<file path="src/rtl/alu_pkg.sv">
// alu_pkg: shared constants for the ALU command issuer.
//   - ALU_W          : datapath width of the attached ALU
//   - OP_*           : 4-bit command opcodes (OP_ILLEGAL has no ALU mapping)
//   - SEL_*          : 5-bit ALU select codes
//   - state_e        : issuer FSM state encoding
package alu_pkg;

    localparam int ALU_W = 8;

    localparam logic [3:0] OP_PASS    = 4'd0;
    localparam logic [3:0] OP_INC     = 4'd1;
    localparam logic [3:0] OP_ADD     = 4'd2;
    localparam logic [3:0] OP_ADDC    = 4'd3;
    localparam logic [3:0] OP_ADDNB   = 4'd4;
    localparam logic [3:0] OP_ADDNB1  = 4'd5;
    localparam logic [3:0] OP_DEC     = 4'd6;
    localparam logic [3:0] OP_PASSC   = 4'd7;
    localparam logic [3:0] OP_AND     = 4'd8;
    localparam logic [3:0] OP_OR      = 4'd9;
    localparam logic [3:0] OP_XOR     = 4'd10;
    localparam logic [3:0] OP_NOTA    = 4'd11;
    localparam logic [3:0] OP_SHL     = 4'd12;
    localparam logic [3:0] OP_SHR     = 4'd13;
    localparam logic [3:0] OP_CLR     = 4'd14;
    localparam logic [3:0] OP_ILLEGAL = 4'd15;

    localparam logic [4:0] SEL_PASS  = 5'b00000;
    localparam logic [4:0] SEL_ADD   = 5'b00001;
    localparam logic [4:0] SEL_ADDNB = 5'b00010;
    localparam logic [4:0] SEL_DEC   = 5'b00011;
    localparam logic [4:0] SEL_AND   = 5'b00100;
    localparam logic [4:0] SEL_OR    = 5'b00101;
    localparam logic [4:0] SEL_XOR   = 5'b00110;
    localparam logic [4:0] SEL_NOTA  = 5'b00111;
    localparam logic [4:0] SEL_SHL   = 5'b01000;
    localparam logic [4:0] SEL_SHR   = 5'b10000;
    localparam logic [4:0] SEL_CLR   = 5'b11000;

    typedef enum logic [1:0] {
        ST_IDLE  = 2'd0,
        ST_DRIVE = 2'd1,
        ST_CAPT  = 2'd2,
        ST_RESP  = 2'd3
    } state_e;

endpackage

</file>
<file path="src/rtl/alu_op_decode.sv">
// alu_op_decode: combinational opcode -> ALU control translation.
//   op_i      in   4   command opcode
//   sel_o     out  5   ALU select code
//   cin_o     out  1   ALU carry-in
//   illegal_o out  1   opcode has no ALU mapping
// Only the sixteen table entries can ever be produced, so the ALU's
// undefined select codes are never driven.
module alu_op_decode
    import alu_pkg::*;
(
    input  logic [3:0] op_i,
    output logic [4:0] sel_o,
    output logic       cin_o,
    output logic       illegal_o
);

    // Opcode table lookup; unmapped opcodes fall back to PASS with illegal set.
    always_comb begin
        sel_o     = SEL_PASS;
        cin_o     = 1'b0;
        illegal_o = 1'b0;
        case (op_i)
            OP_PASS:    begin sel_o = SEL_PASS;  cin_o = 1'b0; end
            OP_INC:     begin sel_o = SEL_PASS;  cin_o = 1'b1; end
            OP_ADD:     begin sel_o = SEL_ADD;   cin_o = 1'b0; end
            OP_ADDC:    begin sel_o = SEL_ADD;   cin_o = 1'b1; end
            OP_ADDNB:   begin sel_o = SEL_ADDNB; cin_o = 1'b0; end
            OP_ADDNB1:  begin sel_o = SEL_ADDNB; cin_o = 1'b1; end
            OP_DEC:     begin sel_o = SEL_DEC;   cin_o = 1'b0; end
            OP_PASSC:   begin sel_o = SEL_DEC;   cin_o = 1'b1; end
            OP_AND:     begin sel_o = SEL_AND;   cin_o = 1'b0; end
            OP_OR:      begin sel_o = SEL_OR;    cin_o = 1'b0; end
            OP_XOR:     begin sel_o = SEL_XOR;   cin_o = 1'b0; end
            OP_NOTA:    begin sel_o = SEL_NOTA;  cin_o = 1'b0; end
            OP_SHL:     begin sel_o = SEL_SHL;   cin_o = 1'b0; end
            OP_SHR:     begin sel_o = SEL_SHR;   cin_o = 1'b0; end
            OP_CLR:     begin sel_o = SEL_CLR;   cin_o = 1'b0; end
            OP_ILLEGAL: begin illegal_o = 1'b1; end
            default:    begin illegal_o = 1'b1; end
        endcase
    end

endmodule

</file>
<file path="src/rtl/alu_op_issuer.sv">
// alu_op_issuer: command-side initiator for an 8-bit combinational ALU.
//   clk, rst                     clock, synchronous active-high reset
//   cmd_valid/cmd_ready          command handshake
//   cmd_op, cmd_a, cmd_b, cmd_acc opcode, operands, use-accumulator flag
//   alu_sel/alu_cin/alu_a/alu_b  registered drive to the ALU
//   alu_y                        combinational ALU result
//   rsp_valid/rsp_ready          response handshake
//   rsp_data, rsp_zero, rsp_err  result, zero flag, illegal-opcode flag
//   acc                          accumulator (result of last legal op)
// Sequence per op: IDLE (accept) -> DRIVE (ALU inputs settle, capture y)
// -> CAPT (raise rsp_valid) -> RESP (wait for rsp_ready) -> IDLE.
module alu_op_issuer
    import alu_pkg::*;
#(
    parameter int W   = ALU_W,
    parameter int OPW = 4
) (
    input  logic           clk,
    input  logic           rst,
    input  logic           cmd_valid,
    output logic           cmd_ready,
    input  logic [OPW-1:0] cmd_op,
    input  logic [W-1:0]   cmd_a,
    input  logic [W-1:0]   cmd_b,
    input  logic           cmd_acc,
    output logic [4:0]     alu_sel,
    output logic           alu_cin,
    output logic [W-1:0]   alu_a,
    output logic [W-1:0]   alu_b,
    input  logic [W-1:0]   alu_y,
    output logic           rsp_valid,
    input  logic           rsp_ready,
    output logic [W-1:0]   rsp_data,
    output logic           rsp_zero,
    output logic           rsp_err,
    output logic [W-1:0]   acc
);

    state_e         state_q, state_d;
    logic           cmd_ready_q, cmd_ready_d;
    logic [4:0]     alu_sel_q, alu_sel_d;
    logic           alu_cin_q, alu_cin_d;
    logic [W-1:0]   alu_a_q, alu_a_d;
    logic [W-1:0]   alu_b_q, alu_b_d;
    logic           rsp_valid_q, rsp_valid_d;
    logic [W-1:0]   rsp_data_q, rsp_data_d;
    logic           rsp_zero_q, rsp_zero_d;
    logic           rsp_err_q, rsp_err_d;
    logic [W-1:0]   acc_q, acc_d;

    logic [4:0]     dec_sel_s;
    logic           dec_cin_s;
    logic           dec_illegal_s;

    alu_op_decode u_decode (
        .op_i      (cmd_op[3:0]),
        .sel_o     (dec_sel_s),
        .cin_o     (dec_cin_s),
        .illegal_o (dec_illegal_s)
    );

    // Next-state and next-register logic; every register holds by default.
    always_comb begin
        state_d     = state_q;
        alu_sel_d   = alu_sel_q;
        alu_cin_d   = alu_cin_q;
        alu_a_d     = alu_a_q;
        alu_b_d     = alu_b_q;
        rsp_valid_d = rsp_valid_q;
        rsp_data_d  = rsp_data_q;
        rsp_zero_d  = rsp_zero_q;
        rsp_err_d   = rsp_err_q;
        acc_d       = acc_q;
        case (state_q)
            ST_IDLE: begin
                if (cmd_valid && cmd_ready_q) begin
                    if (dec_illegal_s) begin
                        // Illegal op skips the ALU entirely; ALU regs and acc keep their values.
                        state_d     = ST_RESP;
                        rsp_valid_d = 1'b1;
                        rsp_err_d   = 1'b1;
                        rsp_data_d  = {W{1'b0}};
                        rsp_zero_d  = 1'b1;
                    end else begin
                        state_d   = ST_DRIVE;
                        alu_sel_d = dec_sel_s;
                        alu_cin_d = dec_cin_s;
                        alu_a_d   = cmd_acc ? acc_q : cmd_a;
                        alu_b_d   = cmd_b;
                    end
                end else begin
                    state_d = ST_IDLE;
                end
            end
            ST_DRIVE: begin
                // ALU inputs have been stable for a full cycle; take y now.
                rsp_data_d = alu_y;
                acc_d      = alu_y;
                rsp_err_d  = 1'b0;
                state_d    = ST_CAPT;
            end
            ST_CAPT: begin
                rsp_valid_d = 1'b1;
                rsp_zero_d  = (rsp_data_q == {W{1'b0}});
                state_d     = ST_RESP;
            end
            ST_RESP: begin
                if (rsp_valid_q && rsp_ready) begin
                    rsp_valid_d = 1'b0;
                    state_d     = ST_IDLE;
                end else begin
                    state_d = ST_RESP;
                end
            end
            default: begin
                state_d = ST_IDLE;
            end
        endcase
        // cmd_ready is registered and tracks the state we are about to enter,
        // so it rises the cycle after a response handshake.
        cmd_ready_d = (state_d == ST_IDLE);
    end

    // State, operand, accumulator and response registers.
    always_ff @(posedge clk) begin
        if (rst) begin
            state_q     <= ST_IDLE;
            cmd_ready_q <= 1'b1;
            alu_sel_q   <= 5'b00000;
            alu_cin_q   <= 1'b0;
            alu_a_q     <= {W{1'b0}};
            alu_b_q     <= {W{1'b0}};
            rsp_valid_q <= 1'b0;
            rsp_data_q  <= {W{1'b0}};
            rsp_zero_q  <= 1'b0;
            rsp_err_q   <= 1'b0;
            acc_q       <= {W{1'b0}};
        end else begin
            state_q     <= state_d;
            cmd_ready_q <= cmd_ready_d;
            alu_sel_q   <= alu_sel_d;
            alu_cin_q   <= alu_cin_d;
            alu_a_q     <= alu_a_d;
            alu_b_q     <= alu_b_d;
            rsp_valid_q <= rsp_valid_d;
            rsp_data_q  <= rsp_data_d;
            rsp_zero_q  <= rsp_zero_d;
            rsp_err_q   <= rsp_err_d;
            acc_q       <= acc_d;
        end
    end

    assign cmd_ready = cmd_ready_q;
    assign alu_sel   = alu_sel_q;
    assign alu_cin   = alu_cin_q;
    assign alu_a     = alu_a_q;
    assign alu_b     = alu_b_q;
    assign rsp_valid = rsp_valid_q;
    assign rsp_data  = rsp_data_q;
    assign rsp_zero  = rsp_zero_q;
    assign rsp_err   = rsp_err_q;
    assign acc       = acc_q;

endmodule
</file>
<file path="config.mk">
export PLATFORM = sky130hd
export DESIGN_NAME = alu_op_issuer
export DESIGN_NICKNAME = d
export VERILOG_FILES = /design/src/rtl/alu_pkg.sv /design/src/rtl/alu_op_decode.sv /design/src/rtl/alu_op_issuer.sv
export SDC_FILE = /design/constraint.sdc
export NUM_CORES = 1
export LEC_CHECK = 0
export CAP_MARGIN = 20
export CORE_UTILIZATION = 39
export DETAILED_ROUTE_END_ITERATION = 6
export PLACE_DENSITY = 0.75
export REMOVE_ABC_BUFFERS = 1
export SYNTH_ARGS = -nofsm -noshare
export SYNTH_HDL_FRONTEND = slang
export SYNTH_SLANG_ARGS = --single-unit
</file>
<file path="constraint.sdc">
create_clock -name clk -period 1.6 [get_ports clk]
set_clock_uncertainty 0.2 [all_clocks]
set_input_delay 0.32 -clock clk [delete_from_list [all_inputs] [get_ports clk]]
set_output_delay 0.32 -clock clk [all_outputs]
set_load 0.01 [all_outputs]
</file>
==> results.ini <==
[setup_path]
cp_max_fo = 12
crit_arrival_ps = 1560
cp-start-kind = register
crit_type = reg -> reg
cp.required_ps = 1570
worstSetupEndpointType = register
r2r_cells = 5

[cts]
holdBufCountCts = 0
cts_inserted_buffers = 5
cts.clk_slew.worst_paths_ps = 80
cts.sinks = 44
cts-root-buf = clkbuf_8
cts-htree-levels = 2
tritoncts = yes
clk_latency_ps = 290
clockBufferDepth = 2

[synth]
synth-edff-count = 0
yosys_warnings = 0
synth_seq_area_share_pct = 45.5
synth.largest_area_cell = dfxtp_1
synth_area_leaders = dfxtp_1, a21oi_1, mux2i_1, a211oi_1, a211oi_2
synthCells = 211
synth.distinct_cells = 39
synth_area_mm2 = 0.00194
synthFlopType = dfxtp_1
async_flop_share_pct = 0
syn_avg_cell_area_um2 = 9.18
yosysTopAreaCellShare_pct = 45.5
ys_ff_latch = 44

[placed_design]
place_ws_ps = -442
dp_hpwl_mm = 3.68
gp_congestion = 0.744
dp.cells = 355
port_buffers = 74

[finish]
layout-drive-gt1-share_pct = 18.3
insertedDiodeCount = 0
area_growth_pct = 53.2
final_core_util_pct = 62.4
fin_nets = 333
fin_cells = 367
final.fill_count = 428

[worst_hold_path]
hold_depth = 2
hold_path.class = in -> reg

[grt]
grt_usage_pct = 21.1
grt_first_pass_wirelength_mm = 8.58
grt-ovfl-total = 0
grt_max_degree = 19
grt_pass1_vias = 1853
grt_antenna_before_repair = 0

[timing]
fmax_ghz = 0.630
drv_slew = 0
final-hold-violation-count = 0
timing.final.ws_setup_ps = 12.5
rsz0062_at_grt = true
tightest_slew_ps = 365
finalCritPeriodShare_pct = 99.2
setup_viol = 0
maxSlewHeadroom_pct = 75.6
fin_crit_ps = 1590

[power]
p_per_area_mw_per_mm2 = 948
worst_ir_drop_vdd_v = 0.000482
p_leak_uw = 0.00131

[detailed_routing]
drt_first_pass_iters = 4
drc = 0
vias_per_cell = 5.15
vias = 1890
ant_nets = 0
wl_mm = 5.29
drtIter0Drc = 56
wire_per_inst_um = 14.4

[floorplanning]
dieArea_mm2 = 0.00525
dieWidth_um = 72.5
ioPinCount = 75
rows = 25
die_h_um = 72.5
start_util_pct = 40.7
design.core.area_mm2 = 0.00475

[outcome]
status = finished clean

[run]
cap_violations = 0

-- worst max-delay path, cell delays in order, from the launching register on --
cell and delay [ps]:
dfxtp_4 360, buf_4 160, nand4bb_4 240, buf_4 200
o21ai_0 200, a21oi_1 100
-- path summary, 6_finish.rpt --
kind | start | end | slack [ps]
max | state_q[0] | alu_sel[2] | 10
min | rst | state_q[0] | 210
max reg2reg | state_q[0] | alu_sel[2] | 10
min reg2reg | alu_b[0] | alu_b[0] | 280
-- sequential cells by signal, indices dropped and copies added, names as in the netlist --
register / count
acc: 8
alu_a: 8
alu_b: 8
rsp_data: 8
alu_sel: 5
state_q: 2
alu_cin: 1
cmd_ready: 1
rsp_err: 1
rsp_valid: 1
rsp_zero: 1
-- layout by cell type, fill, tap and decap left out, types with 2 or more instances in the layout --
master	netlist	final
clkbuf_8	0	5
mux2i_1	9	9
a21oi_2	1	2
or4_1	2	2
nor2_1	2	2
nor2b_1	3	3
dfxtp_2	0	2
o21ai_0	10	5
o21ai_1	1	5
buf_12	1	2
dlymetal6s2s_1	0	3
a211oi_2	6	6
nand2b_1	3	2
a211oi_1	12	12
nand3_1	9	9
buf_6	2	3
nand3b_1	2	2
buf_4	3	23
a21oi_1	48	47
dfxtp_1	44	41
nand2_1	20	20
clkdlybuf4s50_1	0	26
dlygate4sd2_1	0	44
-- per-layer routing --
| metal | wire [um] | share of wire, % | vias up | track usage [%] |
|---|---|---|---|---|
| li1 | - | - | 943 | - |
| met1 | 2430 | 46 | 875 | 28.1 |
| met2 | 2480 | 47 | 68 | 33.9 |
| met3 | 327 | 6.2 | 4 | 5.83 |
| met4 | 48 | 0.91 | 0 | 5.01 |
| met5 | 0 | 0 | - | 0 |
-- Yosys cell counts (3+ instances only) --
| cell type | n |
|---|---|
| dfxtp_1 | 44 |
| buf_1 | 3 |
| nand3_1 | 9 |
| buf_2 | 4 |
| buf_4 | 3 |
| o21ai_0 | 10 |
| a211oi_2 | 6 |
| nand2_1 | 20 |
| clkbuf_1 | 8 |
| nor2b_1 | 3 |
| nand2b_1 | 3 |
| a211oi_1 | 12 |
| mux2i_1 | 9 |
| a21oi_1 | 48 |
-- power breakdown --
part | internal [uW] | total, uW | switching [uW]
Clock | 297 | 654 | 357
Sequential | 1210 | 1280 | 71.5
Combinational | 460 | 878 | 418
Total | 1970 | 2810 | 846
-- cells by family (layout without fill, tap and decap cells) --
kind of cell	after synthesis	in the layout	share of synthesized area [%]
AOI/OAI and AO/OA	87	87	28.2
and+or+nand+nor	49	49	14.9
DFF	44	44	45.5
buffers and inverters	22	111	6.72
muxes	9	9	4.65
-- layout make-up --
cell class / instances / area [um^2] / area share [%]
Clock buffer: 6 / 72.6 / 2.45
Inverter: 1 / 3.75 / 0.127
Clock inverter: 1 / 5.00 / 0.169
Sequential cell: 44 / 887 / 29.9
Multi-Input combinational cell: 145 / 947 / 31.9
Tap cell: 67 / 83.8 / 2.83
Timing Repair Buffer: 103 / 967 / 32.6
-- stage by stage --
stage	hold slack [ps]	power, uW	instance area [um^2]	setup TNS [ps]
after CTS	213	2810	2920	-3.84
after global routing	224	2970	2970	-89.8
after detailed placement	266	2190	2840	-10730
after floorplan	185	1690	1810	-9470
after global placement	259	2170	2840	-10030
final	210	2810	2970	0
-- timing repair --
action,4_1_cts,5_1_grt
endpoints found under the setup margin,57,34
pin swaps,6,5
cloned,1,0
resized for setup,51,14
buffers inserted,2,2
No activity file was read; power rests on OpenSTA's default activity.
